--- src/rtl/tank_mover.sv ---
//------------------------------------------------------------------------------
// Module  : tank_mover
// Brief   : Tile-based tank movement: requests a move from the arbiter, then
//           steps pixel by pixel to the adjacent tile. Optional macro
//           TANK_MOVER_AUTOREPEAT_EN keeps moving while the key is held.
// Revision: 1.0 - initial release
//------------------------------------------------------------------------------
`default_nettype none

module tank_mover #(
  parameter int TILE_PX  = 9,
  parameter int INIT_TX  = 0,
  parameter int INIT_TY  = 12,
  parameter int MAX_TILE = 12
) (
  input  logic       clk,
  input  logic       reset,
  input  logic [2:0] key_dir,
  input  logic       tick,
  input  logic [2:0] grant,
  output logic [2:0] tdirection,
  output logic       tmoving,
  output logic [3:0] tx1,
  output logic [3:0] ty1,
  output logic [3:0] tx2,
  output logic [3:0] ty2,
  output logic [7:0] px,
  output logic [6:0] py,
  output logic [1:0] facing
);

  localparam logic [1:0] c_IDLE   = 2'd0;
  localparam logic [1:0] c_REQ    = 2'd1;
  localparam logic [1:0] c_MOVE   = 2'd2;
  localparam logic [1:0] c_SETTLE = 2'd3;

  localparam int c_STEP_W = (TILE_PX > 2) ? $clog2(TILE_PX) : 1;

  function automatic logic [7:0] f_px(input logic [3:0] t);
    return 8'(t) * 8'(TILE_PX);
  endfunction

  function automatic logic [6:0] f_py(input logic [3:0] t);
    return 7'(t) * 7'(TILE_PX);
  endfunction

  logic [1:0]          r_state, w_state_nxt;
  logic [3:0]          r_tx1, r_ty1, r_tx2, r_ty2;
  logic [3:0]          w_tx1_nxt, w_ty1_nxt, w_tx2_nxt, w_ty2_nxt;
  logic [7:0]          r_px, w_px_nxt;
  logic [6:0]          r_py, w_py_nxt;
  logic                r_tmoving, w_tmoving_nxt;
  logic [2:0]          r_tdir, w_tdir_nxt;
  logic [1:0]          r_facing, w_facing_nxt;
  logic [c_STEP_W-1:0] r_step, w_step_nxt;
  logic                r_armed, w_armed_nxt;

  logic [3:0] w_dtx, w_dty;
  logic       w_dest_ok;
  logic       w_accept;
  logic       w_last_step;

  // Destination tile for the granted direction and whether it is on the map
  always_comb begin
    w_dtx     = r_tx1;
    w_dty     = r_ty1;
    w_dest_ok = 1'b0;
    case (grant[1:0])
      2'd0: begin w_dest_ok = (r_ty1 != 4'd0);           w_dty = r_ty1 - 4'd1; end
      2'd1: begin w_dest_ok = (r_ty1 < 4'(MAX_TILE));    w_dty = r_ty1 + 4'd1; end
      2'd2: begin w_dest_ok = (r_tx1 != 4'd0);           w_dtx = r_tx1 - 4'd1; end
      default: begin w_dest_ok = (r_tx1 < 4'(MAX_TILE)); w_dtx = r_tx1 + 4'd1; end
    endcase
  end

  assign w_accept    = (r_state == c_REQ) && grant[2] && w_dest_ok;
  assign w_last_step = (r_step == c_STEP_W'(TILE_PX - 1));

  always_ff @(posedge clk) begin
    if (reset) begin
      r_state   <= c_IDLE;
      r_tx1     <= 4'(INIT_TX);
      r_ty1     <= 4'(INIT_TY);
      r_tx2     <= 4'(INIT_TX);
      r_ty2     <= 4'(INIT_TY);
      r_px      <= f_px(4'(INIT_TX));
      r_py      <= f_py(4'(INIT_TY));
      r_tmoving <= 1'b0;
      r_tdir    <= 3'd0;
      r_facing  <= 2'd0;
      r_step    <= '0;
      r_armed   <= 1'b1;
    end else begin
      r_state   <= w_state_nxt;
      r_tx1     <= w_tx1_nxt;
      r_ty1     <= w_ty1_nxt;
      r_tx2     <= w_tx2_nxt;
      r_ty2     <= w_ty2_nxt;
      r_px      <= w_px_nxt;
      r_py      <= w_py_nxt;
      r_tmoving <= w_tmoving_nxt;
      r_tdir    <= w_tdir_nxt;
      r_facing  <= w_facing_nxt;
      r_step    <= w_step_nxt;
      r_armed   <= w_armed_nxt;
    end
  end

  always_comb begin
    w_state_nxt = r_state;
    case (r_state)
      c_IDLE:   if (key_dir[2] && r_armed) w_state_nxt = c_REQ;
      c_REQ: begin
        if (w_accept)         w_state_nxt = c_MOVE;
        else if (!key_dir[2]) w_state_nxt = c_IDLE;
      end
      c_MOVE:   if (tick && w_last_step) w_state_nxt = c_SETTLE;
      default: begin
`ifdef TANK_MOVER_AUTOREPEAT_EN
        w_state_nxt = key_dir[2] ? c_REQ : c_IDLE;
`else
        w_state_nxt = c_IDLE;
`endif
      end
    endcase
  end

  always_comb begin
    w_tx1_nxt     = r_tx1;
    w_ty1_nxt     = r_ty1;
    w_tx2_nxt     = r_tx2;
    w_ty2_nxt     = r_ty2;
    w_px_nxt      = r_px;
    w_py_nxt      = r_py;
    w_tmoving_nxt = r_tmoving;
    w_tdir_nxt    = r_tdir;
    w_facing_nxt  = r_facing;
    w_step_nxt    = r_step;
`ifdef TANK_MOVER_AUTOREPEAT_EN
    w_armed_nxt   = 1'b1;
`else
    // One tile per press: a held key must be released before the next request
    w_armed_nxt   = r_armed;
    if (!key_dir[2])   w_armed_nxt = 1'b1;
    else if (w_accept) w_armed_nxt = 1'b0;
`endif
    case (r_state)
      c_REQ: begin
        if (w_accept) begin
          w_facing_nxt  = grant[1:0];
          w_tx2_nxt     = w_dtx;
          w_ty2_nxt     = w_dty;
          w_tmoving_nxt = 1'b1;
          w_tdir_nxt    = {1'b0, grant[1:0]};
          w_step_nxt    = '0;
        end else begin
          w_tdir_nxt = {w_state_nxt == c_REQ, key_dir[1:0]};
        end
      end
      c_MOVE: begin
        if (tick) begin
          w_step_nxt = r_step + c_STEP_W'(1);
          case (r_facing)
            2'd0:    w_py_nxt = r_py - 7'd1;
            2'd1:    w_py_nxt = r_py + 7'd1;
            2'd2:    w_px_nxt = r_px - 8'd1;
            default: w_px_nxt = r_px + 8'd1;
          endcase
          // Arrival snaps to the exact tile origin
          if (w_last_step) begin
            w_tx1_nxt     = r_tx2;
            w_ty1_nxt     = r_ty2;
            w_px_nxt      = f_px(r_tx2);
            w_py_nxt      = f_py(r_ty2);
            w_tmoving_nxt = 1'b0;
            w_step_nxt    = '0;
          end
        end
      end
      default: w_tdir_nxt = {w_state_nxt == c_REQ, key_dir[1:0]};
    endcase
  end

  assign tdirection = r_tdir;
  assign tmoving    = r_tmoving;
  assign tx1        = r_tx1;
  assign ty1        = r_ty1;
  assign tx2        = r_tx2;
  assign ty2        = r_ty2;
  assign px         = r_px;
  assign py         = r_py;
  assign facing     = r_facing;

endmodule

`default_nettype wire

--- config.mk ---
export PLATFORM = sky130hd
export DESIGN_NAME = tank_mover
export DESIGN_NICKNAME = d
export VERILOG_FILES = /design/src/rtl/tank_mover.sv
export SDC_FILE = /design/constraint.sdc
export NUM_CORES = 1
export LEC_CHECK = 0
export BUFFER_PORTS_ARGS = -buffer_cell sky130_fd_sc_hd__clkbuf_2
export CAP_MARGIN = 40
export CORE_ASPECT_RATIO = 1.25
export CORE_MARGIN = 1
export CORE_UTILIZATION = 57
export DETAILED_ROUTE_END_ITERATION = 8
export GPL_ROUTABILITY_DRIVEN = 0
export PLACE_DENSITY = 0.8
export SETUP_SLACK_MARGIN = 0.1
export SLEW_MARGIN = 20
export SYNTH_ARGS = -nofsm -noshare
export SYNTH_HDL_FRONTEND = slang
export SYNTH_SLANG_ARGS = --single-unit
--- constraint.sdc ---
create_clock -name clk -period 3.3 [get_ports clk]
set_input_delay 0 -clock clk [delete_from_list [all_inputs] [get_ports clk]]
set_output_delay 0 -clock clk [all_outputs]
set_load 0.05 [all_outputs]
==> results of run 1 <==
how the worst min path moves through the flow:
| stage | end | slack (ns) | cells after the start |
|---|---|---|---|
| floorplan | r_armed$_SDFFE_PP1P_ | 0.16 | 2 |
| global placement | tdirection[0]$_SDFFE_PP0N_ | 0.26 | 3 |
| detailed placement | tdirection[1]$_SDFFE_PP0N_ | 0.27 | 3 |
| CTS | r_step[2]$_SDFFE_PP0P_ | 0.15 | 4 |
| global route | px[0]$_SDFFE_PP0P_ | 0.17 | 2 |
| finish | r_step[2]$_SDFFE_PP0P_ | 0.14 | 4 |
worst min-delay path: cells and delay by family:
kind	cells	cell delay (ns)
buffers and inverters	1	0.10
muxes	1	0.08
and+or+nand+nor	2	0.21
state kept, by name, summed over array words and instances (netlist names), 3 cells and up:
signal and count:
tx2 4, ty1 4, tdirection 3, px 8, py 7, ty2 4, r_step 4, tx1 4
cell type report:
type | count | area, sq um
Clock buffer | 6 | 82.58
Timing Repair Buffer | 52 | 312.8
Tap cell | 60 | 75.07
Inverter | 9 | 33.78
Multi-Input combinational cell | 273 | 1828
Fill cell | 408 | 1478
Sequential cell | 44 | 880.8
Clock inverter | 2 | 38.79
kinds of logic after synthesis:
logic type / Yosys count / share of synthesized area [%]
XOR/XNOR: 8 / 2.500
adder cells (fa/ha/maj): 27 / 13.13
multiplexers: 11 / 3.929
AND/OR/NAND/NOR: 135 / 23.35
AO/OA/AOI/OAI: 92 / 22.14
flip-flops: 44 / 31.43
buffers and inverters: 26 / 3.526
power groups by stage:
stage          clock, uW  sequential, uW  combinational [uW]
2_1_floorplan          0             584                68.4
5_1_grt              474             550                 138
6_report             442             549                 127
3_3_place_gp           0             561                 117
3_5_place_dp           0             561                 123
4_1_cts              450             549                 127
Yosys cell counts (2+ instances only):
master     n  share of area, %
dfxtp_1   44                31
nor2_1    42               5.6
nand2_1   30               4.0
a21oi_1   27               4.8
ha_1      23                10
a211oi_1  21               5.6
nor3_1    18               3.2
clkbuf_1  15               2.0
mux2i_1   11               3.9
nand3_1   11               2.0
o21ai_0   10               1.8
inv_1      9               1.2
nand3b_1   7               1.9
nor2b_1    6               1.3
a21o_1     5               1.3
xnor2_1    5               1.6
a211o_1    4               1.2
a22oi_1    4               1.1
fa_1       4               2.9
or3_1      4              0.89
a311oi_1   3              0.94
a31oi_1    3              0.67
and2_1     3              0.67
nor4_1     3              0.67
o21bai_1   3              0.80
xor2_1     3              0.94
a21oi_2    2              0.63
and3_1     2              0.45
and3b_1    2              0.63
o211ai_2   2              0.89
or4_1      2              0.54
metrics by stage:
step	worst slack, ns	cells	hold slack [ns]	utilization (%)	power (uW)
global route	0.3464	446	0.1678	68.76	1162
finish	0.5427	446	0.1415	68.76	1118
floorplan	0.5642	343	0.1573	-	652.4
CTS	0.5695	444	0.1473	68.28	1125
global placement	0.7247	432	0.2570	64.50	677.8
detailed placement	0.6211	433	0.2672	65.08	683.9
routing by layer:
| metal | global-route usage [%] | vias up | share of wire, % | wire length, um |
|---|---|---|---|---|
| met5 | 0 | - | 0 | 0 |
| met4 | 12.89 | 0 | 2.2 | 145 |
| met3 | 4.688 | 13 | 3.1 | 204 |
| met2 | 43.44 | 58 | 49 | 3213 |
| met1 | 33.42 | 1277 | 46 | 3007 |
| li1 | - | 1340 | - | - |
==> run_results.csv, run 1 <==
group,metric,value,unit
min_path,hp-start,"tick",
synthesis,synth-seq-area-share,31.43,%
cts,postCtsSetupBuffers,0,
drt,wl_per_cell,14.73,um
power_and_ir_drop,swShare,25.55,%
synthesis,synth_flop_cell,"dfxtp_1",
cts,clk_latency,0.30,ns
cts,ctsResizeCount,0,
floorplanning,die_area,0.005203,sq mm
drt,vias_per_cell,6.027,
cts,cts_buffers,5,
drt,antenna_left,0,
synthesis,synth_fp_nets,379,
drt,initialDrtViolationCount,172,
floorplanning,fp-row-count,28,
cts,cts.path.max_buffers,2,
worst_setup_path,crit_buf_inv,0,
cts,tritoncts,"done",
layout,mostFrequentLayoutCell,"clkbuf_2",
synthesis,syn_area,0.002803,sq mm
layout,fin_area,0.003252,sq mm
floorplanning,core,0.004730,sq mm
floorplanning,start_util,59.26,%
worst_setup_path,slowest_stage,"nor2b_1",
sta,hold_viol,0,
drt,vias,2688,
power_and_ir_drop,pwr_density_cell,343.7,mW/mm^2
layout,syn2layout_area_growth,16.03,%
synthesis,synth_edf_count,0,
grt,grt_pass1_wl,10950,um
sta,skew,0.005115,ns
cts,hold_buffers,3,
power_and_ir_drop,p_sw,285.5,uW
cts,clkTransAtPathRegs,0.09,ns
place,port_buffers,45,
worst_setup_path,ff2ff_setup_slack,0.54,ns
worst_setup_path,crit_start,"facing[1]$_SDFFE_PP0P_",
synthesis,synth_seq_cells,44,
power_and_ir_drop,peakVddDrop,0.2472,mV
worst_setup_path,r2r_cells,7,
power_and_ir_drop,seqPwrFrac,49.1,%
grt,grt_pass1_vias,2379,
drt,drcViolationCount,0,
worst_setup_path,cp-start-kind,"register",
worst_setup_path,cp_num_cells,7,
worst_setup_path,end_kind,"register",
sta,tightestPinTransition,0.8050,ns
synthesis,yosys_warnings,0,
cts,cts_root_buf,"clkbuf_8",
layout,diodes,0,
worst_setup_path,crit_family,"simple AND/OR/NAND/NOR gates",
worst_setup_path,endpoint,"px[7]$_SDFFE_PP0P_",
worst_setup_path,required,3.50,ns
grt,grt_max_degree,32,
power_and_ir_drop,clockPowerShare,39.6,%
worst_setup_path,reg2reg_to,"px[7]$_SDFFE_PP0P_",
sta,layout_worst_path_cycle_share,83.55,%
floorplanning,die_w,64.72,um
sta,finalCriticalPeriod,2.757,ns
sta,max_freq,362.7,MHz
sta,drv_slew,0,
worst_setup_path,max_stage_delay,0.58,ns
run_status,status,"finished, final reports clean",
sta,rsz0062_at_grt,"false",
place,dp_hpwl,4678,um
worst_setup_path,worstPathArrival,2.96,ns
sta,slew-limit-headroom,46.24,%
synthesis,syn_inst,343,
drt,drt_wl_total,6571,um
place,place_area,0.003078,sq mm
grt,antenna_found_initial,0,
power_and_ir_drop,power.share.combinational,11.3,%
power_and_ir_drop,cellLeakagePower,0.001364,uW
min_path,hold_class,"input pin to register",
floorplanning,num_io_pins,46,
cts,cts_num_sinks,44,
worst_setup_path,crit_type,"register to register",
sta,setup_violations,0,
floorplanning,fp.dieH,80.40,um
job,drv_cap,0,
drt,firstDrtPassIters,4,
sta,setup-tns-final,0,ns
worst_setup_path,crit_fanout,9,
synthesis,synthArstFlopShare,0,%
synthesis,synth_cell_types,46,
grt,track_usage,26.61,%
cts,htree_levels,2,
worst_setup_path,path_cells,"nor2b_1 > ha_1 > a211oi_1 > o211ai_1 > and3_1 > or2_2 > a221oi_1",
power_and_ir_drop,p_int,832.2,uW
synthesis,syn_avg_cell_area,8.171,sq um
layout,final_cell_mix,"clkbuf_2, dfxtp_1, nor2_1",
layout,nets,421,
layout,drive_above_1_share,16.58,%
grt,gr-total-overflow,0,
worst_setup_path,reg2reg_from,"facing[1]$_SDFFE_PP0P_",
Power figures use the tool's default switching activity.
==> run 2, diff against run 1 <==
Settings changed: ABC_AREA set to 1.
Clock period 3.3 ns to 2.8 ns, I/O delays scaled along.
==> run 2 against run 1 <==
Net effect: clock power fell by 9.5%; clock skew rose by 0.0049 ns; first-iteration DRC count is 15% higher; synthesized area increased by 1.6%; sequential power rose by 19%; via count increased by 5.1%; critical path depth rose by 1; synthesized cell count up 20%; flip-flop and latch count stayed put; critical path type unchanged; largest cell class unchanged; largest power group unchanged; highest routed layer unchanged.
==> run_results.csv, run 2 <==
group,metric,value,unit
sta,drv_slew,0,
layout,final_cell_mix,"nand2_1, inv_1, a21oi_1",
place,dp_hpwl,5117,um
run_status,status,"finished, final reports clean",
synthesis,synth_seq_cells,44,
synthesis,synth_fp_nets,448,
drt,drcViolationCount,0,
drt,vias_per_cell,5.443,
grt,top_usage_layer,"met2",
place,port_buffers,45,
min_path,hold_path_end,"r_step[1]$_SDFFE_PP0P_",
synthesis,syn_inst,412,
synthesis,synthTopCellsByCount,"nand2_1, inv_1, a21oi_1",
grt,use_met1,34.86,%
power_and_ir_drop,pwr_density_cell,382.1,mW/mm^2
cts,postCtsSetupBuffers,0,
synthesis,synth_compound_area_share,16.92,%
power_and_ir_drop,cellLeakagePower,0.001623,uW
synthesis,yosysTopAreaCell,"dfxtp_1",
floorplanning,core,0.004765,sq mm
sta,setup_violations,0,
floorplanning,die_w,65.21,um
grt,grt_pass1_wl,11540,um
sta,tightestPinTransition,0.5715,ns
drt,wl_per_cell,12.91,um
drt,initialDrtViolationCount,198,
cts,tritoncts,"done",
worst_setup_path,cpMostUsedCell,"a21oi_1",
layout,mostFrequentLayoutCell,"nand2_1",
layout,diodes,0,
sta,hold_ws,0.06498,ns
synthesis,synth_top_family_by_area,"simple AND/OR/NAND/NOR gates",
grt,use_met3,3.371,%
synthesis,synth_area_leaders,"dfxtp_1, nand2_1, ha_1, a21oi_1, nand3_1",
worst_setup_path,path_cells,"inv_1 > nand2_1 > ha_1 > a21oi_1 > nand2_1 > a21oi_1 > o21ai_0 > a21oi_1",
layout,drive_above_1_share,13.94,%
cts,cts_num_sinks,44,
cts,htree_levels,2,
worst_setup_path,r2r_cells,8,
layout,syn2layout_area_growth,13.32,%
synthesis,synth_flop_cell,"dfxtp_1",
cts,clkTransAtPathRegs,0.09,ns
synthesis,syn_avg_cell_area,6.909,sq um
worst_setup_path,max_stage_delay,0.44,ns
drt,firstDrtPassIters,6,
synthesis,yosys_warnings,0,
sta,hold_viol,0,
cts,ctsResizeCount,0,
layout,nets,494,
worst_setup_path,ff2ff_setup_slack,0.81,ns
synthesis,synthAdderAreaFrac,12.92,%
sta,rsz0062_at_grt,"false",
cts,cts_buffers,5,
cts,cts.path.max_buffers,2,
sta,layout_worst_path_cycle_share,70.99,%
cts,hold_buffers,3,
job,drv_cap,0,
sta,slew-limit-headroom,61.85,%
min_path,hp-start,"tick",
sta,skew,0.009998,ns
synthesis,synth.area.mux_share,0,%
floorplanning,num_io_pins,46,
synthesis,synth_edf_count,0,
floorplanning,start_util,59.74,%
min_path,min_delay_path_depth,5,
worst_setup_path,slowest_stage,"dfxtp_1",
power_and_ir_drop,peakVddDrop,0.3180,mV
grt,grt_use_met2,48.97,%
sta,setup-tns-final,0,ns
synthesis,synth_most_common_cell,"nand2_1",
sta,max_freq,503.1,MHz
drt,drt_wl_total,6702,um
worst_setup_path,reg2reg_to,"py[4]$_SDFFE_PP0P_",
worst_setup_path,worstPathArrival,2.21,ns
grt,gr-total-overflow,0,
worst_setup_path,crit_type,"register to register",
floorplanning,die_area,0.005282,sq mm
synthesis,synth-xor-area-share,3.077,%
worst_setup_path,end_kind,"register",
worst_setup_path,reg2reg_from,"facing[1]$_SDFFE_PP0P_",
floorplanning,fp.dieH,81.01,um
floorplanning,fp-row-count,28,
layout,post-route-util,67.70,%
grt,antenna_found_initial,0,
sta,finalCriticalPeriod,1.988,ns
worst_setup_path,crit_fanout,7,
synthesis,synthArstFlopShare,0,%
synthesis,yosys.area.top_type_share,30.95,%
synthesis,synth_cell_types,30,
worst_setup_path,required,3.02,ns
synthesis,synth-seq-area-share,30.95,%
synthesis,yosys.area_share.simple,26.81,%
worst_setup_path,cp-start-kind,"register",
layout,largest_reg_flops,8,
min_path,hold_class,"input pin to register",
cts,cts_root_buf,"clkbuf_8",
drt,antenna_left,0,
grt,track_usage,27.73,%
drt,vias,2825,
cts,clk_latency,0.30,ns
synthesis,syn_area,0.002846,sq mm
grt,grt_max_degree,21,
grt,grt_pass1_vias,2535,
-- run 2: cell count changes in the layout (fill, tap and decap cells not counted), moves of 6 or more --
cell / delta
nand3_1: +31
nor2_1: -15
inv_1: +44
mux2i_1: -11
nor2b_1: -6
a21oi_1: +19
nand2_1: +62
nor3_1: -14
a211oi_1: -18
nand3b_1: -7
o21ai_0: +21
-- run 2: worst max-delay path by stage --
stage	start	end	slack, ns	cells after the start
after floorplan	facing[1]$_SDFFE_PP0P_	py[3]$_SDFFE_PP1P_	0.71	8
after global placement	facing[1]$_SDFFE_PP0P_	py[3]$_SDFFE_PP1P_	0.92	8
after detailed placement	facing[1]$_SDFFE_PP0P_	py[4]$_SDFFE_PP0P_	0.87	8
after CTS	facing[1]$_SDFFE_PP0P_	py[4]$_SDFFE_PP0P_	0.83	8
after global routing	facing[1]$_SDFFE_PP0P_	py[4]$_SDFFE_PP0P_	0.60	8
final	facing[1]$_SDFFE_PP0P_	py[4]$_SDFFE_PP0P_	0.81	8
-- run 2: worst max-delay path, delay by kind of cell, from the launching register on --
family / cells / cell delay, ns
adder cells (fa/ha/maj): 1 / 0.36
AO/OA/AOI/OAI: 4 / 0.62
buffers and inverters: 1 / 0.13
AND/OR/NAND/NOR: 2 / 0.38
flip-flops: 1 / 0.44
-- run 2: routing by layer --
layer	vias to the layer above	routed length (um)
met4	0	76
li1	1449	-
met5	-	0
met1	1303	3017
met3	6	244
met2	67	3363
-- run 2: cells by family (layout without fill, tap and decap cells) --
family | Yosys count | in the layout
DFF | 44 | 44
xor gates and xnor gates | 10 | 10
and+or+nand+nor | 176 | 176
adders and majority gates | 27 | 27
buffers and inverters | 67 | 114
AOI/OAI and AO/OA | 88 | 88
-- run 2: through the flow --
step	instances	total power [uW]	area, sq um	worst slack (ns)
after global routing	519	1289	3226	0.6031
after CTS	519	1241	3226	0.8312
final	519	1233	3226	0.8123
after detailed placement	508	842.9	3107	0.8744
after global placement	508	839.0	3107	0.9168
after floorplan	412	799.7	2846	0.7138
-- run 2: layout make-up --
| type | instances | area [sq um] |
|---|---|---|
| multi-input cells | 301 | 1700 |
| fillers | 458 | 1539 |
| flip-flops and latches | 44 | 880.8 |
| repair buffers | 50 | 270.3 |
| inverters | 56 | 210.2 |
| well taps | 60 | 75.07 |
| clock buffers | 6 | 72.57 |
| clock inverters | 2 | 16.27 |
-- run 2: where the power goes --
group          switching, uW  leakage (uW)  internal [uW]
Clock                    222     0.0000414            178
Combinational            125       0.00123           55.0
Sequential              14.0      0.000357            639
Total                    361       0.00162            872
==> run 3, diff against run 2 <==
Clock period 2.8 ns to 1.85 ns, I/O delays scaled along.
==> run 3 against run 2 <==
Net effect: worst hold slack got worse by 0.016 ns; clock skew fell by 0.0034 ns; critical path type unchanged; maximum frequency rose by 22%; non-clock buffer count rose by 16; register-to-register slack got worse by 0.59 ns; largest power group unchanged; critical path depth rose by 2; count of clock-buffer cells in the layout did not move; routed wire length rose by 4.0%.
==> run_results.csv, run 3 (synthesis gave the netlist of run 2 again) <==
group,metric,value,unit
layout,drive_above_1_share,21.22,%
worst_setup_path,r2r_cells,10,
place,dp.cells,520,
sta,skew,0.006565,ns
floorplanning,die_area,0.005282,sq mm
drt,firstDrtPassIters,4,
drt,drt_wl_total,6969,um
worst_setup_path,ff2ff_setup_slack,0.22,ns
worst_setup_path,worstPathArrival,1.88,ns
run_status,status,"finished, final reports clean",
worst_setup_path,path_cells,"inv_1 > nand2_1 > inv_4 > ha_4 > nand2_1 > nand2_1 > o21bai_1 > a21oi_1 > o21ai_0 > a21oi_1",
cts,cts_buffers,5,
power_and_ir_drop,peakVddDrop,0.4524,mV
layout,syn2layout_area_growth,23.52,%
worst_setup_path,crit_family,"compound AO/OA/AOI/OAI gates",
cts,cts_root_buf,"clkbuf_8",
layout,nFillCells,406,
worst_setup_path,end_kind,"register",
worst_setup_path,reg2reg_to,"px[4]$_SDFFE_PP0P_",
floorplanning,num_io_pins,46,
floorplanning,die_w,65.21,um
drt,vias,2858,
sta,layout_worst_path_cycle_share,87.98,%
layout,largest_reg_flops,8,
drt,initialDrtViolationCount,170,
min_path,hp-start,"reset",
sta,setup_violations,0,
sta,hold_ws,0.04877,ns
min_path,hold_path_end,"facing[0]$_SDFFE_PP0P_",
layout,stdcell_count,536,
job,drv_cap,0,
worst_setup_path,crit_start,"facing[0]$_SDFFE_PP0P_",
place,dp_hpwl,5049,um
sta,hold_viol,0,
power_and_ir_drop,power,2076,uW
worst_setup_path,cp-start-kind,"register",
worst_setup_path,max_stage_delay,0.37,ns
grt,grt_pass1_vias,2499,
cts,htree_levels,2,
sta,drv_slew,0,
sta,setup-tns-final,0,ns
sta,rsz0062_at_grt,"true",
cts,cts.path.max_buffers,2,
layout,nets,511,
drt,drcViolationCount,0,
min_path,hold_class,"input pin to register",
min_path,min_delay_path_depth,2,
cts,clkTransAtPathRegs,0.09,ns
worst_setup_path,crit_fanout,6,
sta,finalCriticalPeriod,1.628,ns
cts,cts_num_sinks,44,
cts,clk_latency,0.31,ns
floorplanning,core,0.004765,sq mm
drt,wl_per_cell,13.00,um
worst_setup_path,slowest_stage,"dfxtp_4",
sta,fin_ws,0.2224,ns
drt,antenna_left,0,
drt,vias_per_cell,5.332,
worst_setup_path,crit_type,"register to register",
grt,grt_pass1_wl,11410,um
sta,max_freq,614.4,MHz
floorplanning,fp-row-count,28,
place,dp_slack,0.05154,ns
floorplanning,start_util,59.74,%
worst_setup_path,crit_buf_inv,2,
grt,track_usage,27.40,%
sta,slew-limit-headroom,75.79,%
layout,final_cell_mix,"nand2_1, inv_1, a21oi_1",
worst_setup_path,required,2.10,ns
power_and_ir_drop,pwr_density_cell,590.5,mW/mm^2
worst_setup_path,cpMostUsedCell,"nand2_1",
grt,grt_max_degree,19,
worst_setup_path,reg2reg_from,"facing[0]$_SDFFE_PP0P_",
grt,antenna_found_initial,0,
floorplanning,fp.dieH,81.01,um
sta,tightestPinTransition,0.3628,ns
cts,tritoncts,"done",
grt,gr-total-overflow,0,
layout,diodes,0,
layout,mostFrequentLayoutCell,"nand2_1",
place,port_buffers,45,
power_and_ir_drop,cellLeakagePower,0.001703,uW
-- run 3: cell count changes in the layout (fill, tap and decap cells not counted), moves of 3 or more --
| cell | change |
|---|---|
| ha_1 | -8 |
| ha_4 | +8 |
| inv_1 | -4 |
| dfxtp_1 | -3 |
| buf_4 | +16 |
-- run 3: how the worst max path moves through the flow --
| stage | end | slack [ns] | cells after the start |
|---|---|---|---|
| after floorplan | py[3]$_SDFFE_PP1P_ | 0.12 | 8 |
| after global placement | py[6]$_SDFFE_PP1P_ | 0.12 | 10 |
| after detailed placement | py[3]$_SDFFE_PP1P_ | 0.05 | 8 |
| after CTS | py[4]$_SDFFE_PP0P_ | 0.13 | 8 |
| after global routing | px[4]$_SDFFE_PP0P_ | 0.07 | 10 |
| final | px[4]$_SDFFE_PP0P_ | 0.22 | 10 |
-- run 3: final cells by class --
type                            instances  area (sq um)  area share (%)
Sequential cell                        44         889.6           25.30
Clock buffer                            6         82.58           2.349
Multi-Input combinational cell        301          1818           51.71
Clock inverter                          2         38.79           1.103
Tap cell                               60         75.07           2.135
Timing Repair Buffer                   66         390.4           11.10
Inverter                               56         216.5           6.157
Timing Repair inverter                  1         5.005          0.1423
-- run 3: metal layers --
layer / GRT usage, % / up-vias / share of wire [%] / wire length [um]
li1: - / 1481 / - / -
met1: 34.53 / 1290 / 44 / 3099
met2: 47.01 / 78 / 50 / 3489
met3: 3.511 / 9 / 3.8 / 267
met4: 10.65 / 0 / 1.6 / 112
met5: 0 / - / 0 / 0
-- run 3: power by group --
group	switching (uW)	internal, uW
Clock	358	442
Sequential	20.3	965
Combinational	192	98.2
-- run 3: per-stage QoR --
step	area [sq um]	util, %
5_1_grt	3516	73.79
4_1_cts	3359	70.51
3_5_place_dp	3206	67.28
2_1_floorplan	2855	-
6_report	3516	73.79
3_3_place_gp	3206	67.28
-- run 3: repair_timing --
item	CTS	global route
hold endpoints to repair	3	0
resized for setup	1	21
hold buffers	3	0
buffers inserted	0	4
endpoints found under the setup margin	4	14
gates cloned	0	1
